$ cat src/rtl/pc_redirect_ctrl_pkg.sv
// Shared definitions for the next-PC redirect controller: defaults, redirect
// source codes, fence sequencer states and hazard stall codes.
package pc_redirect_ctrl_pkg;

    localparam logic [31:0] RESET_VECTOR_DEF = 32'h8000_0000;
    localparam int          DRAIN_MAX_DEF    = 64;

    typedef enum logic [2:0] {
        SRC_SEQ        = 3'd0,
        SRC_TRAP       = 3'd1,
        SRC_MISPREDICT = 3'd2,
        SRC_BRANCH     = 3'd3,
        SRC_JUMP       = 3'd4,
        SRC_FENCE      = 3'd5,
        SRC_PEND       = 3'd6
    } redirect_src_e;

    typedef enum logic [1:0] {
        FENCE_IDLE   = 2'd0,
        FENCE_DRAIN  = 2'd1,
        FENCE_RESUME = 2'd2
    } fence_state_e;

    // The hazard unit ORs these reasons together to form stall_fetch.
    localparam logic [1:0] STALL_EARLY = 2'b01;
    localparam logic [1:0] STALL_MMU   = 2'b10;

    function automatic logic [31:0] seq_pc(input logic [31:0] pc);
        return pc + 32'd4;
    endfunction

endpackage

$ cat src/rtl/pc_redirect_ctrl_if.sv
// Bundle between the pipeline (hazard/EX/MEM/CSR/decode) and the redirect
// controller that drives the PC register and front-end flushes.
interface pc_redirect_ctrl_if;
    // pc_we is the only "valid": pc_next is consumed by the PC register on every
    // clock where pc_we=1; there is no ready, stall_fetch=1 is the backpressure.
    logic [31:0] pc_cur;
    logic        stall_fetch;
    logic        trap_valid;
    logic [31:0] trap_target;
    logic        mispredict_valid;
    logic [31:0] mispredict_pc;
    logic        branch_valid;
    logic [31:0] branch_target;
    logic        jump_valid;
    logic [31:0] jump_offset;
    logic        fence_req;
    logic        pipe_empty;
    logic [31:0] pc_next;
    logic        pc_we;
    logic        flush_front;
    logic        flush_ex;
    logic        fence_busy;
    logic        fence_timeout;
    logic [2:0]  redirect_src;

    modport master (
        output pc_cur, stall_fetch, trap_valid, trap_target, mispredict_valid,
               mispredict_pc, branch_valid, branch_target, jump_valid,
               jump_offset, fence_req, pipe_empty,
        input  pc_next, pc_we, flush_front, flush_ex, fence_busy,
               fence_timeout, redirect_src
    );

    modport slave (
        input  pc_cur, stall_fetch, trap_valid, trap_target, mispredict_valid,
               mispredict_pc, branch_valid, branch_target, jump_valid,
               jump_offset, fence_req, pipe_empty,
        output pc_next, pc_we, flush_front, flush_ex, fence_busy,
               fence_timeout, redirect_src
    );
endinterface

$ cat src/rtl/pc_fence_seq.sv
// Fence drain/resume sequencer: waits for an empty pipeline (or a timeout),
// then holds RESUME until the restart PC is written.
module pc_fence_seq
    import pc_redirect_ctrl_pkg::*;
#(
    parameter int DRAIN_MAX = DRAIN_MAX_DEF
) (
    input  logic         clk,
    input  logic         rst,
    input  logic         i_start,
    input  logic         i_abort,
    input  logic         i_pipe_empty,
    input  logic         i_resume_wr,
    output fence_state_e o_state,
    output logic         o_busy,
    output logic         o_timeout
);
    fence_state_e r_state;
    fence_state_e w_state_nx;
    logic [7:0]   r_cnt;
    logic [7:0]   w_cnt_nx;
    logic         w_limit;

    assign w_limit = (r_cnt == 8'(DRAIN_MAX - 1));

    always_ff @(posedge clk) begin
        if (rst) begin
            r_state <= FENCE_IDLE;
            r_cnt   <= '0;
        end else begin
            r_state <= w_state_nx;
            r_cnt   <= w_cnt_nx;
        end
    end

    always_comb begin
        w_state_nx = r_state;
        w_cnt_nx   = r_cnt;
        o_timeout  = 1'b0;
        case (r_state)
            FENCE_IDLE: begin
                if (i_start) begin
                    w_state_nx = FENCE_DRAIN;
                    w_cnt_nx   = '0;
                end
            end
            FENCE_DRAIN: begin
                w_cnt_nx = r_cnt + 8'd1;
                if (i_abort) begin
                    w_state_nx = FENCE_IDLE;
                end else if (i_pipe_empty) begin
                    w_state_nx = FENCE_RESUME;
                end else if (w_limit) begin
                    w_state_nx = FENCE_RESUME;
                    o_timeout  = 1'b1;
                end
            end
            FENCE_RESUME: begin
                if (i_abort || i_resume_wr) w_state_nx = FENCE_IDLE;
            end
            default: w_state_nx = FENCE_IDLE;
        endcase
    end

    assign o_state = r_state;
    assign o_busy  = (r_state == FENCE_DRAIN);
endmodule

$ cat src/rtl/pc_redirect_ctrl.sv
// Next-PC arbiter for the fetch stage. Optional PC_REDIRECT_PERF_EN adds
// saturating redirect/drain performance counters as extra output ports.
module pc_redirect_ctrl
    import pc_redirect_ctrl_pkg::*;
#(
    parameter logic [31:0] RESET_VECTOR = RESET_VECTOR_DEF,
    parameter int          DRAIN_MAX    = DRAIN_MAX_DEF
) (
    input  logic              clk,
    input  logic              rst,
    pc_redirect_ctrl_if.slave bus
`ifdef PC_REDIRECT_PERF_EN
    ,
    output logic [31:0]       perf_trap,
    output logic [31:0]       perf_mispredict,
    output logic [31:0]       perf_branch,
    output logic [31:0]       perf_jump,
    output logic [31:0]       perf_fence_cycles
`endif
);
    logic          r_pend_valid;
    logic [31:0]   r_pend_target;
    logic          w_stall;
    logic          w_late;
    logic [31:0]   w_late_tgt;
    redirect_src_e w_late_src;
    logic [31:0]   w_seq_pc;
    logic [31:0]   w_jump_tgt;
    logic [31:0]   w_pc_next;
    logic          w_pc_we;
    logic          w_flush_front;
    logic          w_flush_ex;
    redirect_src_e w_src;
    logic          w_start;
    logic          w_abort;
    logic          w_resume_wr;
    fence_state_e  w_fstate;
    logic          w_fbusy;
    logic          w_ftimeout;

    assign w_stall    = bus.stall_fetch;
    assign w_late     = bus.trap_valid | bus.mispredict_valid | bus.branch_valid;
    assign w_seq_pc   = seq_pc(bus.pc_cur);
    assign w_jump_tgt = bus.pc_cur + bus.jump_offset - 32'd4;

    always_comb begin
        w_late_tgt = bus.branch_target;
        w_late_src = SRC_BRANCH;
        if (bus.trap_valid) begin
            w_late_tgt = bus.trap_target;
            w_late_src = SRC_TRAP;
        end else if (bus.mispredict_valid) begin
            w_late_tgt = seq_pc(bus.mispredict_pc);
            w_late_src = SRC_MISPREDICT;
        end
    end

    always_comb begin
        w_pc_next     = w_seq_pc;
        w_pc_we       = !w_stall;
        w_flush_front = 1'b0;
        w_flush_ex    = 1'b0;
        w_src         = SRC_SEQ;
        w_start       = 1'b0;
        w_abort       = 1'b0;
        w_resume_wr   = 1'b0;
        if (rst) begin
            w_pc_next = RESET_VECTOR;
            w_pc_we   = 1'b0;
        end else if (w_late) begin
            w_pc_next     = w_late_tgt;
            w_flush_front = 1'b1;
            w_flush_ex    = 1'b1;
            w_src         = w_late_src;
            w_abort       = 1'b1;
        end else if (r_pend_valid) begin
            w_pc_next     = r_pend_target;
            w_flush_front = !w_stall;
            w_src         = SRC_PEND;
            w_abort       = 1'b1;
        end else if (bus.jump_valid && !w_stall) begin
            w_pc_next     = w_jump_tgt;
            w_flush_front = 1'b1;
            w_src         = SRC_JUMP;
            w_abort       = 1'b1;
        end else if (w_fstate == FENCE_DRAIN) begin
            w_pc_we = 1'b0;
        end else if (w_fstate == FENCE_RESUME) begin
            w_flush_front = 1'b1;
            w_src         = SRC_FENCE;
            w_resume_wr   = !w_stall;
        end else if (bus.fence_req && !bus.jump_valid) begin
            // a fence alongside a jump is on the wrong path and is dropped
            w_pc_we = 1'b0;
            w_start = 1'b1;
        end
    end

    // Only a trap may replace a redirect already parked behind a stall.
    always_ff @(posedge clk) begin
        if (rst) begin
            r_pend_valid  <= 1'b0;
            r_pend_target <= '0;
        end else if (w_late) begin
            if (!w_stall) begin
                r_pend_valid <= 1'b0;
            end else if (!r_pend_valid || bus.trap_valid) begin
                r_pend_valid  <= 1'b1;
                r_pend_target <= w_late_tgt;
            end
        end else if (r_pend_valid && !w_stall) begin
            r_pend_valid <= 1'b0;
        end
    end

    pc_fence_seq #(.DRAIN_MAX(DRAIN_MAX)) u_fence (
        .clk          (clk),
        .rst          (rst),
        .i_start      (w_start),
        .i_abort      (w_abort),
        .i_pipe_empty (bus.pipe_empty),
        .i_resume_wr  (w_resume_wr),
        .o_state      (w_fstate),
        .o_busy       (w_fbusy),
        .o_timeout    (w_ftimeout)
    );

    assign bus.pc_next       = w_pc_next;
    assign bus.pc_we         = w_pc_we;
    assign bus.flush_front   = w_flush_front;
    assign bus.flush_ex      = w_flush_ex;
    assign bus.redirect_src  = w_src;
    assign bus.fence_busy    = w_fbusy && !rst;
    assign bus.fence_timeout = w_ftimeout && !rst;

`ifdef PC_REDIRECT_PERF_EN
    function automatic logic [31:0] sat_inc(input logic [31:0] v);
        return (v == '1) ? v : v + 32'd1;
    endfunction

    always_ff @(posedge clk) begin
        if (rst) begin
            perf_trap         <= '0;
            perf_mispredict   <= '0;
            perf_branch       <= '0;
            perf_jump         <= '0;
            perf_fence_cycles <= '0;
        end else begin
            if (w_pc_we && w_src == SRC_TRAP)       perf_trap       <= sat_inc(perf_trap);
            if (w_pc_we && w_src == SRC_MISPREDICT) perf_mispredict <= sat_inc(perf_mispredict);
            if (w_pc_we && w_src == SRC_BRANCH)     perf_branch     <= sat_inc(perf_branch);
            if (w_pc_we && w_src == SRC_JUMP)       perf_jump       <= sat_inc(perf_jump);
            if (w_fbusy) perf_fence_cycles <= sat_inc(perf_fence_cycles);
        end
    end
`endif
endmodule

$ cat src/flat_wrapper.sv
// flat-port wrapper written by rule: the top's interface ports become plain ports
module pc_redirect_ctrl_flat import pc_redirect_ctrl_pkg::*;
#(
    parameter logic [31:0] RESET_VECTOR = RESET_VECTOR_DEF,
    parameter int          DRAIN_MAX    = DRAIN_MAX_DEF
)
  (clk, rst, bus_pc_cur, bus_stall_fetch, bus_trap_valid, bus_trap_target, bus_mispredict_valid, bus_mispredict_pc, bus_branch_valid, bus_branch_target, bus_jump_valid, bus_jump_offset, bus_fence_req, bus_pipe_empty, bus_pc_next, bus_pc_we, bus_flush_front, bus_flush_ex, bus_fence_busy, bus_fence_timeout, bus_redirect_src);
  pc_redirect_ctrl_if bus_i ();
  input  logic clk;
  input  logic rst;
  input wire logic [$bits(bus_i.pc_cur)-1:0] bus_pc_cur;
  input wire logic [$bits(bus_i.stall_fetch)-1:0] bus_stall_fetch;
  input wire logic [$bits(bus_i.trap_valid)-1:0] bus_trap_valid;
  input wire logic [$bits(bus_i.trap_target)-1:0] bus_trap_target;
  input wire logic [$bits(bus_i.mispredict_valid)-1:0] bus_mispredict_valid;
  input wire logic [$bits(bus_i.mispredict_pc)-1:0] bus_mispredict_pc;
  input wire logic [$bits(bus_i.branch_valid)-1:0] bus_branch_valid;
  input wire logic [$bits(bus_i.branch_target)-1:0] bus_branch_target;
  input wire logic [$bits(bus_i.jump_valid)-1:0] bus_jump_valid;
  input wire logic [$bits(bus_i.jump_offset)-1:0] bus_jump_offset;
  input wire logic [$bits(bus_i.fence_req)-1:0] bus_fence_req;
  input wire logic [$bits(bus_i.pipe_empty)-1:0] bus_pipe_empty;
  output wire logic [$bits(bus_i.pc_next)-1:0] bus_pc_next;
  output wire logic [$bits(bus_i.pc_we)-1:0] bus_pc_we;
  output wire logic [$bits(bus_i.flush_front)-1:0] bus_flush_front;
  output wire logic [$bits(bus_i.flush_ex)-1:0] bus_flush_ex;
  output wire logic [$bits(bus_i.fence_busy)-1:0] bus_fence_busy;
  output wire logic [$bits(bus_i.fence_timeout)-1:0] bus_fence_timeout;
  output wire logic [$bits(bus_i.redirect_src)-1:0] bus_redirect_src;
  assign bus_i.pc_cur = bus_pc_cur;
  assign bus_i.stall_fetch = bus_stall_fetch;
  assign bus_i.trap_valid = bus_trap_valid;
  assign bus_i.trap_target = bus_trap_target;
  assign bus_i.mispredict_valid = bus_mispredict_valid;
  assign bus_i.mispredict_pc = bus_mispredict_pc;
  assign bus_i.branch_valid = bus_branch_valid;
  assign bus_i.branch_target = bus_branch_target;
  assign bus_i.jump_valid = bus_jump_valid;
  assign bus_i.jump_offset = bus_jump_offset;
  assign bus_i.fence_req = bus_fence_req;
  assign bus_i.pipe_empty = bus_pipe_empty;
  assign bus_pc_next = bus_i.pc_next;
  assign bus_pc_we = bus_i.pc_we;
  assign bus_flush_front = bus_i.flush_front;
  assign bus_flush_ex = bus_i.flush_ex;
  assign bus_fence_busy = bus_i.fence_busy;
  assign bus_fence_timeout = bus_i.fence_timeout;
  assign bus_redirect_src = bus_i.redirect_src;
  pc_redirect_ctrl #(.RESET_VECTOR(RESET_VECTOR), .DRAIN_MAX(DRAIN_MAX)) u_core (.clk(clk), .rst(rst), .bus(bus_i));
endmodule
$ cat config.mk
export PLATFORM = sky130hd
export DESIGN_NAME = pc_redirect_ctrl_flat
export DESIGN_NICKNAME = d
export VERILOG_FILES = /design/src/rtl/pc_redirect_ctrl_pkg.sv /design/src/rtl/pc_redirect_ctrl_if.sv /design/src/rtl/pc_fence_seq.sv /design/src/rtl/pc_redirect_ctrl.sv /design/src/flat_wrapper.sv
export SDC_FILE = /design/constraint.sdc
export NUM_CORES = 1
export LEC_CHECK = 0
export BUFFER_PORTS_ARGS = -buffer_cell sky130_fd_sc_hd__buf_2
export CAP_MARGIN = 20
export CORE_ASPECT_RATIO = 1.1
export CORE_MARGIN = 4
export CORE_UTILIZATION = 30
export DETAILED_ROUTE_END_ITERATION = 10
export GPL_TIMING_DRIVEN = 0
export PLACE_DENSITY = 0.51
export SLEW_MARGIN = 20
export SYNTH_ARGS = -nofsm -noshare
export SYNTH_HDL_FRONTEND = slang
export SYNTH_SLANG_ARGS = --single-unit
$ cat constraint.sdc
create_clock -name clk -period 4.7 [get_ports clk]
set_clock_uncertainty 0.15 [all_clocks]
set_input_delay 0.235 -clock clk [delete_from_list [all_inputs] [get_ports clk]]
set_output_delay 0.235 -clock clk [all_outputs]
set_load 0.02 [all_outputs]
Yosys cells after proc, flatten, opt, wreduce, memory -nomap -nowiden
Cells that the tools add are included.
Operators by class
  add/subtract/negate cells: 5
  multipliers: 0
  div/mod/pow operators: 0
  magnitude comparators: 0
  eq/ne operators: 7
  shift operators: 0
  muxes and demuxes: 62
  bitwise operators: 2
  reduce and logical (&&, ||, !) cells: 18
Operators with widths (count)
  two-way mux 32 bit: 6
  adder 32 x 3 -> 32 bit (second input constant): 2
  two-way mux 1 bit: 41
  adder 32 bit: 1
  subtractor 32 x 3 -> 32 bit (second input constant): 1
  two-way mux 3 bit: 7
  case mux 8 bit (2 select lines): 1
  two-way mux 2 bit: 5
  adder 8 x 1 -> 8 bit (second input constant): 1
  equality test 8 x 6 -> 1 bit (second input constant): 1
  two-way mux 8 bit: 1
  case mux 2 bit (3 select lines): 1
  AND reduction 3 bit: 2
  logical AND 1 bit: 5
  zero test 1 bit: 4
  inequality test 2 bit (second input constant): 2
  inequality test 4 bit (second input constant): 1
  AND reduction 2 bit: 2
  nonzero test 2 bit: 2
  inequality test 3 bit (second input constant): 1
  equality test 2 x 1 -> 1 bit (second input constant): 1
  equality test 2 bit (second input constant): 1
  zero test 2 bit: 1
  logical OR 1 bit: 2
  bitwise OR 1 bit: 2
Storage, ports and cells
  flip-flop bits (word level): 43
  latch bits: 0
  memory bits (writable): 0
  ROM bits: 0
  input bits: 169
  output and inout bits: 40
  logic and storage cells: 98
  memories: 0

Longest topological paths before layout
Gate-level depths: netlist of run 1.
  depth after elaboration: 11
  gate-level depth with buffers: 13
  mapped depth without buffers: 12

Modules after synthesis
A second synthesis of run 1 with hierarchy kept.
Second synthesis, totals
  cell total of the unflattened synthesis: 1028
  area total of the unflattened synthesis: 6925.4 µm²
By module, submodules not included
  pc_redirect_ctrl: instances 1, cells an instance 968, area an instance 6394.9 µm², seq. area each 660.6 µm²
  pc_fence_seq: instances 1, cells an instance 60, area an instance 530.5 µm², seq. area each 200.2 µm²

Worst setup path after synthesis of run 1
OpenSTA, ideal clock, no wires.
  kind: input -> output
  start point: input bus_jump_offset[1]
  end point: output bus_pc_next[29]
  data arrival time: 2.928 ns
  required time: 4.315 ns
  slack: 1.387 ns
  cell stages on the path: 11
  path buffers: 0
  path through: ha_1 ha_1 fa_1 a21oi_1 o211ai_1 a31oi_1 o21ai_2 a21oi_1 a311o_1 o21ai_1 a221oi_1
Between the ends
  cells in the longest elaborated chain, start to end: 6
Ends and longest elaborated chain
  start, declared: RTL line flat_wrapper.sv:20  | input wire logic [$bits(bus_i.jump_offset)-1:0] bus_jump_offset;
  adder 32 bit: RTL line pc_redirect_ctrl.sv:44  | assign w_jump_tgt = bus.pc_cur + bus.jump_offset - 32'd4;
  subtractor 32 x 3 -> 32 bit: RTL line pc_redirect_ctrl.sv:44
  two-way mux 32 bit: RTL line pc_redirect_ctrl.sv:81  | end else if (bus.jump_valid && !w_stall) begin
  two-way mux 32 bit: RTL line pc_redirect_ctrl.sv:76  | end else if (r_pend_valid) begin
  two-way mux 32 bit: RTL line pc_redirect_ctrl.sv:70  | end else if (w_late) begin
  two-way mux 32 bit: RTL line pc_redirect_ctrl.sv:67  | if (rst) begin
  end, declared: RTL line flat_wrapper.sv:23  | output wire logic [$bits(bus_i.pc_next)-1:0] bus_pc_next;
Every way passes these cells.

Final worst setup path of run 1
  start point: input bus_jump_offset[1]
  end point: output bus_pc_next[31]
The elaborated chain is that of the path after synthesis.

==> impl_metrics.env, run 1 <==
export IMPL_layout_area_overhead_vs_synth_pct=22.6
export IMPL_synth_edf_count=0
export IMPL_initial_utilization_pct=30.7
export IMPL_drive_gt1_share_pct=20.6
export IMPL_synth_yosys_seq_area_share_pct=12.5
export IMPL_hold_end="u_core.r_pend_target[31]"
export IMPL_io_pins=209
export IMPL_remaining_drc_errors=0
export IMPL_io_buffer_count=205
export IMPL_final_fill_count=2505
export IMPL_wl_met3_um=1390
export IMPL_n_antenna_cell=0
export IMPL_final_period_utilization_pct=83.7
export IMPL_design_die_area_um2=25400
export IMPL_clock_fmax_mhz=254
export IMPL_routed_wire_length_per_instance_um=18.2
export IMPL_place_hpwl_um=23200
export IMPL_met1Wirelength_um=12900
export IMPL_grt_max_degree=15
export IMPL_final_min_clock_period_ps=3930
export IMPL_worst_r2r_startpoint="u_core.r_pend_valid"
export IMPL_timing_critical_path_arrival_ps=3550
export IMPL_met2WireLength_um=12800
export IMPL_route_vias_total=7895
export IMPL_critPathMaxFanout=4
export IMPL_synth_area_per_cell_um2=6.81
export IMPL_gp_congestion=0.879
export IMPL_yosysUniqueCellTypes=76
export IMPL_ys_flop_type="dfxtp_1"
export IMPL_globalRoute_totalOverflow=0
export IMPL_min_delay_path_depth=3
export IMPL_static_leakage_power_nw=3.90
export IMPL_worst_r2r_setup_slack_ps=2480
export IMPL_yosysWarnings=0
export IMPL_final_antenna_net_count=0
export IMPL_clk_insertion_delay_late_ps=290
export IMPL_yosysMostFrequentCell="nor2_1"
export IMPL_post_synth_inst_count=1008
export IMPL_synth_top_cells_by_area="dfxtp_1, ha_1, a211oi_1"
export IMPL_worst_slew_margin_rel_pct=41.8
export IMPL_drv_slew=0
export IMPL_yosys_register_bits=43
export IMPL_syn_num_nets=1242
export IMPL_crit_path_start_kind="input pin"
export IMPL_maxUsedRoutingLayer="met4"
export IMPL_floorplan_die_width_um=152
export IMPL_rsz0062_at_grt="no"
export IMPL_run_status="finished, final reports clean"
export IMPL_first_global_vias=7691
export IMPL_clock_tree_htree_level_count=2
export IMPL_worstHoldPathType="in2reg"
export IMPL_timing_rr_end="u_core.u_fence.o_state[1]"
export IMPL_row_count=57
export IMPL_critPathCaptureType="output pin"
export IMPL_netlist_top_cell_by_area="dfxtp_1"
export IMPL_grt_pass1_wl_um=42900
export IMPL_setup_tns_ps=0
export IMPL_critical_path_class="in2out"
export IMPL_drt_first_pass_iters=5
export IMPL_synthTopCellsByCount="nor2_1, inv_1, a21oi_1"
export IMPL_hold_path_startpoint="bus_trap_target[31]"
export IMPL_final_nets=1454
export IMPL_coreArea_um2=22300
export IMPL_area_share_of_the_largest_cell_type_after_synthesis_pct=12.5
export IMPL_setup_violations_final=0
export IMPL_clock_sink_count=43
export IMPL_drtIter0Drc=535
export IMPL_timing_worst_slew_pin_value_ps=866
export IMPL_cts_root_buf="clkbuf_16"
export IMPL_vdd_drop_max_mv=0.132
export IMPL_track_usage_pct=20.7
export IMPL_hold_buffer_count_at_cts=0
export IMPL_via_per_inst=5.21
export IMPL_number_of_endpoints_with_negative_hold_slack_in_the_final_report=0
export IMPL_post_cts_setup_buffers=0
export IMPL_cts_root_to_sink_buffers=2
export IMPL_cts_repair_resize_count=0
export IMPL_antenna_found_initial=0
export IMPL_chipHeight_um=167
export IMPL_synth_cell_area_um2=6860
export IMPL_numCtsBuffers=5
export IMPL_share_of_synthesized_flip_flops_with_an_asynchronous_set_or_reset_pct=0
export IMPL_cts_reportedPaths_clkPinSlew_ps=70
export IMPL_cp_data_required_time_ps=4320
export IMPL_tritoncts="built"
export IMPL_totalPowerFinal_mw=1.66
export IMPL_cap_viol_max_count=0
export IMPL_power_density_cell_area_nw_per_um2=197
export IMPL_ff2ff_path_depth=5
export IMPL_route_final_wire_length_um=27600
[area by class of cell]
cell class | count | area, um2 | share of cell area [%]
multi-input combinational | 782 | 5300 | 63.0
timing repair buffer | 205 | 1030 | 12.2
sequential | 43 | 861 | 10.2
inverter | 127 | 477 | 5.67
tap | 295 | 369 | 4.39
buffer | 56 | 226 | 2.69
clock buffer | 6 | 139 | 1.65
clock inverter | 2 | 16.3 | 0.193
[power breakdown]
part	internal, mW	leakage, nW	switching (mW)
clock network	0.213	0.0731	0.160
logic	0.341	3.47	0.547
registers	0.388	0.354	0.0130
total	0.941	3.90	0.719
[kinds of logic (layout without fill, tap and decap cells)]
| family | Yosys count | in the layout | synth area share (%) |
|---|---|---|---|
| and+or+nand+nor | 337 | 337 | 25.3 |
| AOI/OAI and AO/OA | 297 | 297 | 29.2 |
| buffers and inverters | 183 | 396 | 10.2 |
| xor gates and xnor gates | 73 | 73 | 9.32 |
| adders and majority gates | 65 | 65 | 12.0 |
| DFF | 43 | 43 | 12.5 |
| muxes | 10 | 10 | 1.48 |
[stage by stage]
stage	area (um2)	instances	utilization, %	setup WS [ps]	hold WS [ps]
after floorplan	6860	1008	-	1390	274
after global placement	8260	1508	37.0	811	294
after detailed placement	8260	1508	37.0	798	299
after CTS	8410	1516	37.7	785	123
after global routing	8410	1516	37.7	567	169
final	8410	1516	37.7	768	116
[cell usage in the layout (no fill, tap or decap), types with 4 or more instances in the layout]
| cell | n |
|---|---|
| o21ai_0 | 32 |
| a31oi_1 | 7 |
| and3_1 | 14 |
| nand3_1 | 30 |
| a22o_1 | 5 |
| a21o_1 | 20 |
| buf_2 | 206 |
| a22oi_1 | 5 |
| a21oi_1 | 93 |
| mux2i_1 | 9 |
| ha_1 | 64 |
| a311oi_1 | 6 |
| xnor2_1 | 46 |
| or3_1 | 7 |
| dfxtp_1 | 43 |
| nor4_1 | 8 |
| and4_1 | 9 |
| and2_1 | 4 |
| nand2b_1 | 8 |
| nor2_1 | 128 |
| a222oi_1 | 5 |
| o22ai_1 | 4 |
| a211o_1 | 7 |
| buf_1 | 8 |
| a211oi_2 | 4 |
| nand2_1 | 61 |
| nor2b_1 | 4 |
| nor3_2 | 4 |
| a211oi_1 | 67 |
| nand4_1 | 18 |
| clkbuf_1 | 44 |
| clkbuf_16 | 5 |
| a221oi_1 | 9 |
| o21ai_1 | 5 |
| nor3_1 | 19 |
| inv_1 | 127 |
| xor2_1 | 27 |
[worst max-delay path: stages]
cell      delay [ps]
buf_2            100
ha_1             280
ha_1             240
fa_1             420
a21oi_1          270
o211ai_1         160
a31oi_1          460
o21ai_2          170
a211oi_2         430
a211oi_2         150
xnor2_1          160
a211o_1          300
buf_2            160
[state kept, by name (all words and copies together), names as in the netlist]
name	flops
u_core.u_fence.o_state	2
u_core.r_pend_valid	1
u_core.r_pend_target	32
u_core.u_fence.r_cnt	8
[worst max-delay path by stage]
stage                                   from  slack, ps  cells after the start               to
after detailed placement  bus_jump_offset[1]        800                     13  bus_pc_next[31]
after CTS                 bus_jump_offset[1]        790                     13  bus_pc_next[31]
final                     bus_jump_offset[1]        770                     13  bus_pc_next[31]
after global placement    bus_jump_offset[1]        810                     13  bus_pc_next[31]
after floorplan           bus_jump_offset[1]       1390                     11  bus_pc_next[29]
after global routing      bus_jump_offset[1]        570                     13  bus_pc_next[31]
[metal layers]
metal / up-vias / GRT usage (%)
li1: 4011 / -
met1: 3608 / 27.9
met2: 250 / 35.5
met3: 26 / 2.41
met4: 0 / 4.85
met5: - / 0
Note: power is estimated with default switching activity, not from simulation.
==> run 2: changes to the inputs <==
Settings changed: ABC_AREA from default to 1, PLACE_DENSITY 0.51 to 0.5.
Clock period 4.7 ns to 3.9 ns, I/O delays scaled along.
==> run 2 against run 1 <==
Against the previous run:
- sequential power increased by 21%
- critical path type unchanged
- sequential share of layout area decreased by 1.1 points
- non-clock buffer count decreased by 16
- cell area increased by 12%
- largest power group unchanged
==> impl_metrics.env, run 2 <==
export IMPL_critPathCaptureType="output pin"
export IMPL_drive_gt1_share_pct=17.2
export IMPL_flip_flop_count_of_the_largest_register_after_layout=32
export IMPL_yosysUniqueCellTypes=51
export IMPL_hold_buffer_count_at_cts=0
export IMPL_setup_violations_final=0
export IMPL_n_antenna_cell=0
export IMPL_synth_yosys_seq_area_share_pct=11.0
export IMPL_clock_fmax_mhz=303
export IMPL_cp_data_required_time_ps=3560
export IMPL_cap_viol_max_count=0
export IMPL_dominant_combinational_cell_family_by_area_after_synthesis="simple AND/OR/NAND/NOR gates"
export IMPL_drt_first_pass_iters=5
export IMPL_netlist_top_cell_by_area="nand2_1"
export IMPL_cts_root_to_sink_buffers=2
export IMPL_run_status="finished, final reports clean"
export IMPL_numCtsBuffers=5
export IMPL_clk_insertion_delay_late_ps=300
export IMPL_post_cts_setup_buffers=0
export IMPL_synth_compound_area_share_pct=20.4
export IMPL_grt_max_degree=14
export IMPL_critical_path_class="in2out"
export IMPL_final_fill_count=3063
export IMPL_route_final_wire_length_um=34800
export IMPL_placed_instances=1989
export IMPL_worst_hold_slack_ps=33.6
export IMPL_critPathSlowestCell="o21ai_0"
export IMPL_antenna_found_initial=0
export IMPL_most_frequent_cells_in_the_layout="nand2_1, inv_1, buf_2, a21oi_1, nor2_1"
export IMPL_routed_wire_length_per_instance_um=17.4
export IMPL_cts_reportedPaths_clkPinSlew_ps=70
export IMPL_synth_simple_gate_area_share_pct=39.0
export IMPL_share_of_synthesized_flip_flops_with_an_asynchronous_set_or_reset_pct=0
export IMPL_synth_edf_count=0
export IMPL_cts_repair_resize_count=0
export IMPL_row_count=61
export IMPL_floorplan_die_width_um=162
export IMPL_track_usage_pct=23.2
export IMPL_via_per_inst=4.99
export IMPL_final_period_utilization_pct=84.6
export IMPL_yosysWarnings=0
export IMPL_gp_congestion=0.990
export IMPL_io_pins=209
export IMPL_synth_top_cells_by_area="nand2_1, inv_1, dfxtp_1"
export IMPL_chipHeight_um=178
export IMPL_worstPathCellList="buf_2 > inv_1 > ha_1 > inv_1 > ha_1 > nand2_1 > nor2_1 > inv_1 > o21ai_0 > a21oi_1 > nand3_1 > nand3_1 > nand2_1 > nand2_1 > nor2_1 > buf_2"
export IMPL_post_synth_inst_count=1436
export IMPL_route_vias_total=9963
export IMPL_synth_cell_area_um2=7850
export IMPL_ys_flop_type="dfxtp_1"
export IMPL_first_global_vias=9527
export IMPL_final_nets=1884
export IMPL_grt_pass1_wl_um=52400
export IMPL_design_die_area_um2=28800
export IMPL_layout_area_overhead_vs_synth_pct=20.5
export IMPL_place_hpwl_um=30100
export IMPL_layoutNonFillerInstCount=1997
export IMPL_yosysMostFrequentCell="nand2_1"
export IMPL_remaining_drc_errors=0
export IMPL_rsz0062_at_grt="no"
export IMPL_crit_path_start_kind="input pin"
export IMPL_vdd_drop_max_mv=0.139
export IMPL_syn_num_nets=1670
export IMPL_setup_tns_ps=0
export IMPL_synth_xor_xnor_area_share_pct=3.80
export IMPL_largest_register="u_core.r_pend_target"
export IMPL_synthTopCellsByCount="nand2_1, inv_1, a21oi_1"
export IMPL_timing_critical_path_arrival_ps=2950
export IMPL_area_share_of_the_largest_cell_type_after_synthesis_pct=19.4
export IMPL_coreArea_um2=25500
export IMPL_io_buffer_count=207
export IMPL_worstHoldPathType="in2reg"
export IMPL_clock_sink_count=43
export IMPL_number_of_endpoints_with_negative_hold_slack_in_the_final_report=0
export IMPL_static_leakage_power_nw=5.20
export IMPL_globalRoute_totalOverflow=0
export IMPL_cts_root_buf="clkbuf_16"
export IMPL_totalPowerFinal_mw=2.11
export IMPL_yosys_area_share_adder_pct=10.5
export IMPL_tritoncts="built"
export IMPL_synth_area_per_cell_um2=5.46
export IMPL_drtIter0Drc=719
export IMPL_final_min_clock_period_ps=3300
export IMPL_final_core_util_pct=37.1
export IMPL_worst_path_largest_cell_delay_ps=470
export IMPL_clock_tree_htree_level_count=2
export IMPL_timing_worst_slew_pin_value_ps=774
export IMPL_yosys_register_bits=43
export IMPL_critPathMaxFanout=5
export IMPL_initial_utilization_pct=30.8
export IMPL_worst_slew_margin_rel_pct=48.4
export IMPL_post_synth_mux_area_share_pct=0
export IMPL_drv_slew=0
export IMPL_layout_cells_most_common="nand2_1"
export IMPL_final_antenna_net_count=0
export IMPL_power_density_cell_area_nw_per_um2=223
run 2: routing by layer:
metal  vias to the layer above  track usage, %  part of all wire, %
li1                       5029               -                    -
met1                      4520            29.3                   42
met2                       374            42.6                   49
met3                        40            2.32                  6.2
met4                         0            5.46                  2.2
met5                         -               0                    0
run 2: where the power goes:
| part | leakage, nW | switching, mW | internal [mW] |
|---|---|---|---|
| clock | 0.0669 | 0.186 | 0.237 |
| combinational | 4.78 | 0.801 | 0.398 |
| sequential | 0.355 | 0.0145 | 0.469 |
| total | 5.20 | 1.00 | 1.10 |
run 2: worst paths after layout:
path | from | to | slack [ps] | cells past startpoint
setup reg to reg | u_core.u_fence.o_state[0] | u_core.u_fence.o_state[0] | 2060 | 10
hold / removal | bus_stall_fetch | u_core.r_pend_valid | 30 | 3
setup / recovery | bus_pc_cur[19] | bus_pc_next[29] | 600 | 16
hold reg to reg | u_core.u_fence.r_cnt[5] | u_core.u_fence.r_cnt[5] | 310 | 2
run 2: layout make-up:
| cell class | count | area (um2) | area share, % |
|---|---|---|---|
| Clock inverter | 2 | 12.5 | 0.132 |
| Inverter | 279 | 1050 | 11.1 |
| Sequential cell | 43 | 861 | 9.10 |
| Tap cell | 346 | 433 | 4.58 |
| Multi-Input combinational cell | 1076 | 5780 | 61.1 |
| Buffer | 38 | 158 | 1.67 |
| Timing Repair Buffer | 207 | 1040 | 11.0 |
| Clock buffer | 6 | 129 | 1.36 |
run 2: stage by stage:
| step | instance area (um2) | setup WS (ps) |
|---|---|---|
| 5_1_grt | 9460 | 471 |
| 3_5_place_dp | 9310 | 689 |
| 3_3_place_gp | 9310 | 690 |
| 6_report | 9460 | 601 |
| 4_1_cts | 9460 | 684 |
| 2_1_floorplan | 7850 | 1340 |
run 2: worst max-delay path, delay by kind of cell:
| family | cells | cell delay [ps] |
|---|---|---|
| simple gates | 7 | 880 |
| fa+ha+maj | 2 | 680 |
| compound gates | 2 | 630 |
| buf+inv | 5 | 560 |
run 2: cells by family after synthesis:
| group | after synthesis |
|---|---|
| DFF | 43 |
| and+or+nand+nor | 699 |
| buffers and inverters | 317 |
| xor gates and xnor gates | 34 |
| adders and majority gates | 65 |
| AOI/OAI and AO/OA | 278 |
==> run 3: changes to the inputs <==
Settings changed: PLACE_DENSITY 0.5 to 0.52.
Clock period 3.9 ns to 2.8 ns, I/O delays scaled along.
==> run 3 against run 2 <==
Against the previous run:
- utilization is 2.7 points higher
- first-iteration DRC count decreased by 6.5%
- sequential power rose by 39%
- flip-flop and latch count did not move
- critical path depth rose by 2
- register-to-register slack got worse by 1100 ps
- non-clock buffer count grew 7
- clock power up 38%
- die area unchanged
==> impl_metrics.env, run 3 (synthesis gave the netlist of run 2 again) <==
export IMPL_run_status="finished, final reports clean"
export IMPL_grt_max_degree=14
export IMPL_io_buffer_count=207
export IMPL_post_dp_cell_area_um2=9310
export IMPL_n_antenna_cell=0
export IMPL_globalRoute_totalOverflow=0
export IMPL_min_delay_path_depth=5
export IMPL_worstHoldPathType="in2reg"
export IMPL_route_vias_total=9961
export IMPL_cts_root_buf="clkbuf_16"
export IMPL_hold_path_startpoint="bus_branch_target[31]"
export IMPL_layout_area_overhead_vs_synth_pct=29.3
export IMPL_postLayoutSetupSlackWorst_ps=83.2
export IMPL_final_nets=1891
export IMPL_routed_wire_length_per_instance_um=17.2
export IMPL_remaining_drc_errors=0
export IMPL_maxUsedRoutingLayer="met4"
export IMPL_design_die_area_um2=28800
export IMPL_vdd_drop_max_mv=0.270
export IMPL_initial_utilization_pct=30.8
export IMPL_worst_r2r_startpoint="u_core.u_fence.o_state[0]"
export IMPL_io_pins=209
export IMPL_clock_tree_htree_level_count=2
export IMPL_floorplan_die_width_um=162
export IMPL_crit_path_start_kind="input pin"
export IMPL_gp_congestion=1.03
export IMPL_setup_violations_final=0
export IMPL_via_per_inst=4.97
export IMPL_timing_worst_slew_pin_value_ps=807
export IMPL_critPathCaptureType="output pin"
export IMPL_drv_slew=0
export IMPL_route_final_wire_length_um=34500
export IMPL_clock_fmax_mhz=368
export IMPL_cp_data_required_time_ps=2510
export IMPL_flip_flop_count_of_the_largest_register_after_layout=32
export IMPL_critical_path_class="in2out"
export IMPL_largest_register="u_core.r_pend_target"
export IMPL_first_global_vias=9438
export IMPL_preCtsSetupSlack_ps=-355
export IMPL_worst_hold_slack_ps=88.8
export IMPL_drt_first_pass_iters=5
export IMPL_drtIter0Drc=672
export IMPL_final_antenna_net_count=0
export IMPL_chipHeight_um=178
export IMPL_cts_reportedPaths_clkPinSlew_ps=60
export IMPL_timing_critical_path_arrival_ps=2430
export IMPL_numCtsBuffers=5
export IMPL_critPathMaxFanout=4
export IMPL_met2WireLength_um=17100
export IMPL_coreArea_um2=25500
export IMPL_number_of_endpoints_with_negative_hold_slack_in_the_final_report=0
export IMPL_tritoncts="built"
export IMPL_drive_gt1_share_pct=24.4
export IMPL_ff2ff_path_depth=10
export IMPL_static_leakage_power_nw=5.29
export IMPL_crit_path_start="bus_pc_cur[1]"
export IMPL_place_hpwl_um=29400
export IMPL_layout_cells_most_common="nand2_1"
export IMPL_met1Wirelength_um=14300
export IMPL_clk_insertion_delay_late_ps=290
export IMPL_wl_met3_um=2130
export IMPL_cap_viol_max_count=0
export IMPL_final_period_utilization_pct=97.0
export IMPL_rsz0062_at_grt="yes"
export IMPL_most_frequent_cells_in_the_layout="nand2_1, inv_1, buf_2, a21oi_1, nor2_1"
export IMPL_power_density_cell_area_nw_per_um2=313
export IMPL_row_count=61
export IMPL_final_min_clock_period_ps=2720
export IMPL_final_cell_area_um2=10100
export IMPL_grt_pass1_wl_um=50700
export IMPL_clock_sink_count=43
export IMPL_track_usage_pct=22.5
export IMPL_cts_root_to_sink_buffers=2
export IMPL_antenna_found_initial=0
export IMPL_worst_slew_margin_rel_pct=46.2
-- run 3: per-stage QoR --
stage	instances	utilization (%)	total power, mW	TNS, ps
5_1_grt	2004	39.8	3.41	-95.8
2_1_floorplan	1436	-	1.74	0
3_3_place_gp	1989	36.5	2.32	-2250
4_1_cts	2000	37.7	2.97	-39.5
3_5_place_dp	1989	36.5	2.33	-2230
6_report	2004	39.8	3.17	0
-- run 3: worst paths after layout --
check / to / slack (ps)
worst max-delay path: bus_pc_next[29] / 80
worst min-delay path: u_core.r_pend_target[31] / 90
worst max register to register: u_core.u_fence.o_state[0] / 980
worst min register to register: u_core.u_fence.r_cnt[7] / 310
-- run 3: power by group --
part	leakage, nW	switching (mW)	internal [mW]
Clock	0.0669	0.255	0.330
Combinational	4.87	1.22	0.692
Sequential	0.355	0.0204	0.654
Total	5.29	1.50	1.68
-- run 3: area by class of cell --
class	count	area, um2
Fill cell	2968	15400
Multi-Input combinational cell	1076	6370
Timing Repair Buffer	214	1130
Inverter	279	1050
Sequential cell	43	861
Tap cell	346	433
Buffer	38	158
Clock buffer	6	129
Clock inverter	2	12.5
-- run 3: metal layers --
metal,track usage [%],vias to the layer above
met2,41.5,323
met4,5.89,0
met3,2.60,50
li1,-,5051
met1,27.8,4537
met5,0,-
-- run 3: worst max-delay path: stages --
cell and delay, ps:
buf_2 110, ha_1 270, ha_2 200, fa_2 360, nand2_2 110, nand3_4 80, nand3_2 70, nand2_2 80
nand2_1 90, nand2_2 90, nand2_1 90, nand2_1 50, nand2_1 70, nand3_2 110, nand2_4 150, nand2_1 70
nor2_2 150, buf_6 140
-- run 3: timing repair --
item | CTS | global route
hold endpoints to repair | 1 | 0
gates resized for setup | 42 | 116
hold buffers | 1 | 0
endpoints found under the setup margin | 20 | 23
buffers inserted | 2 | 4
pin swaps | 3 | 22
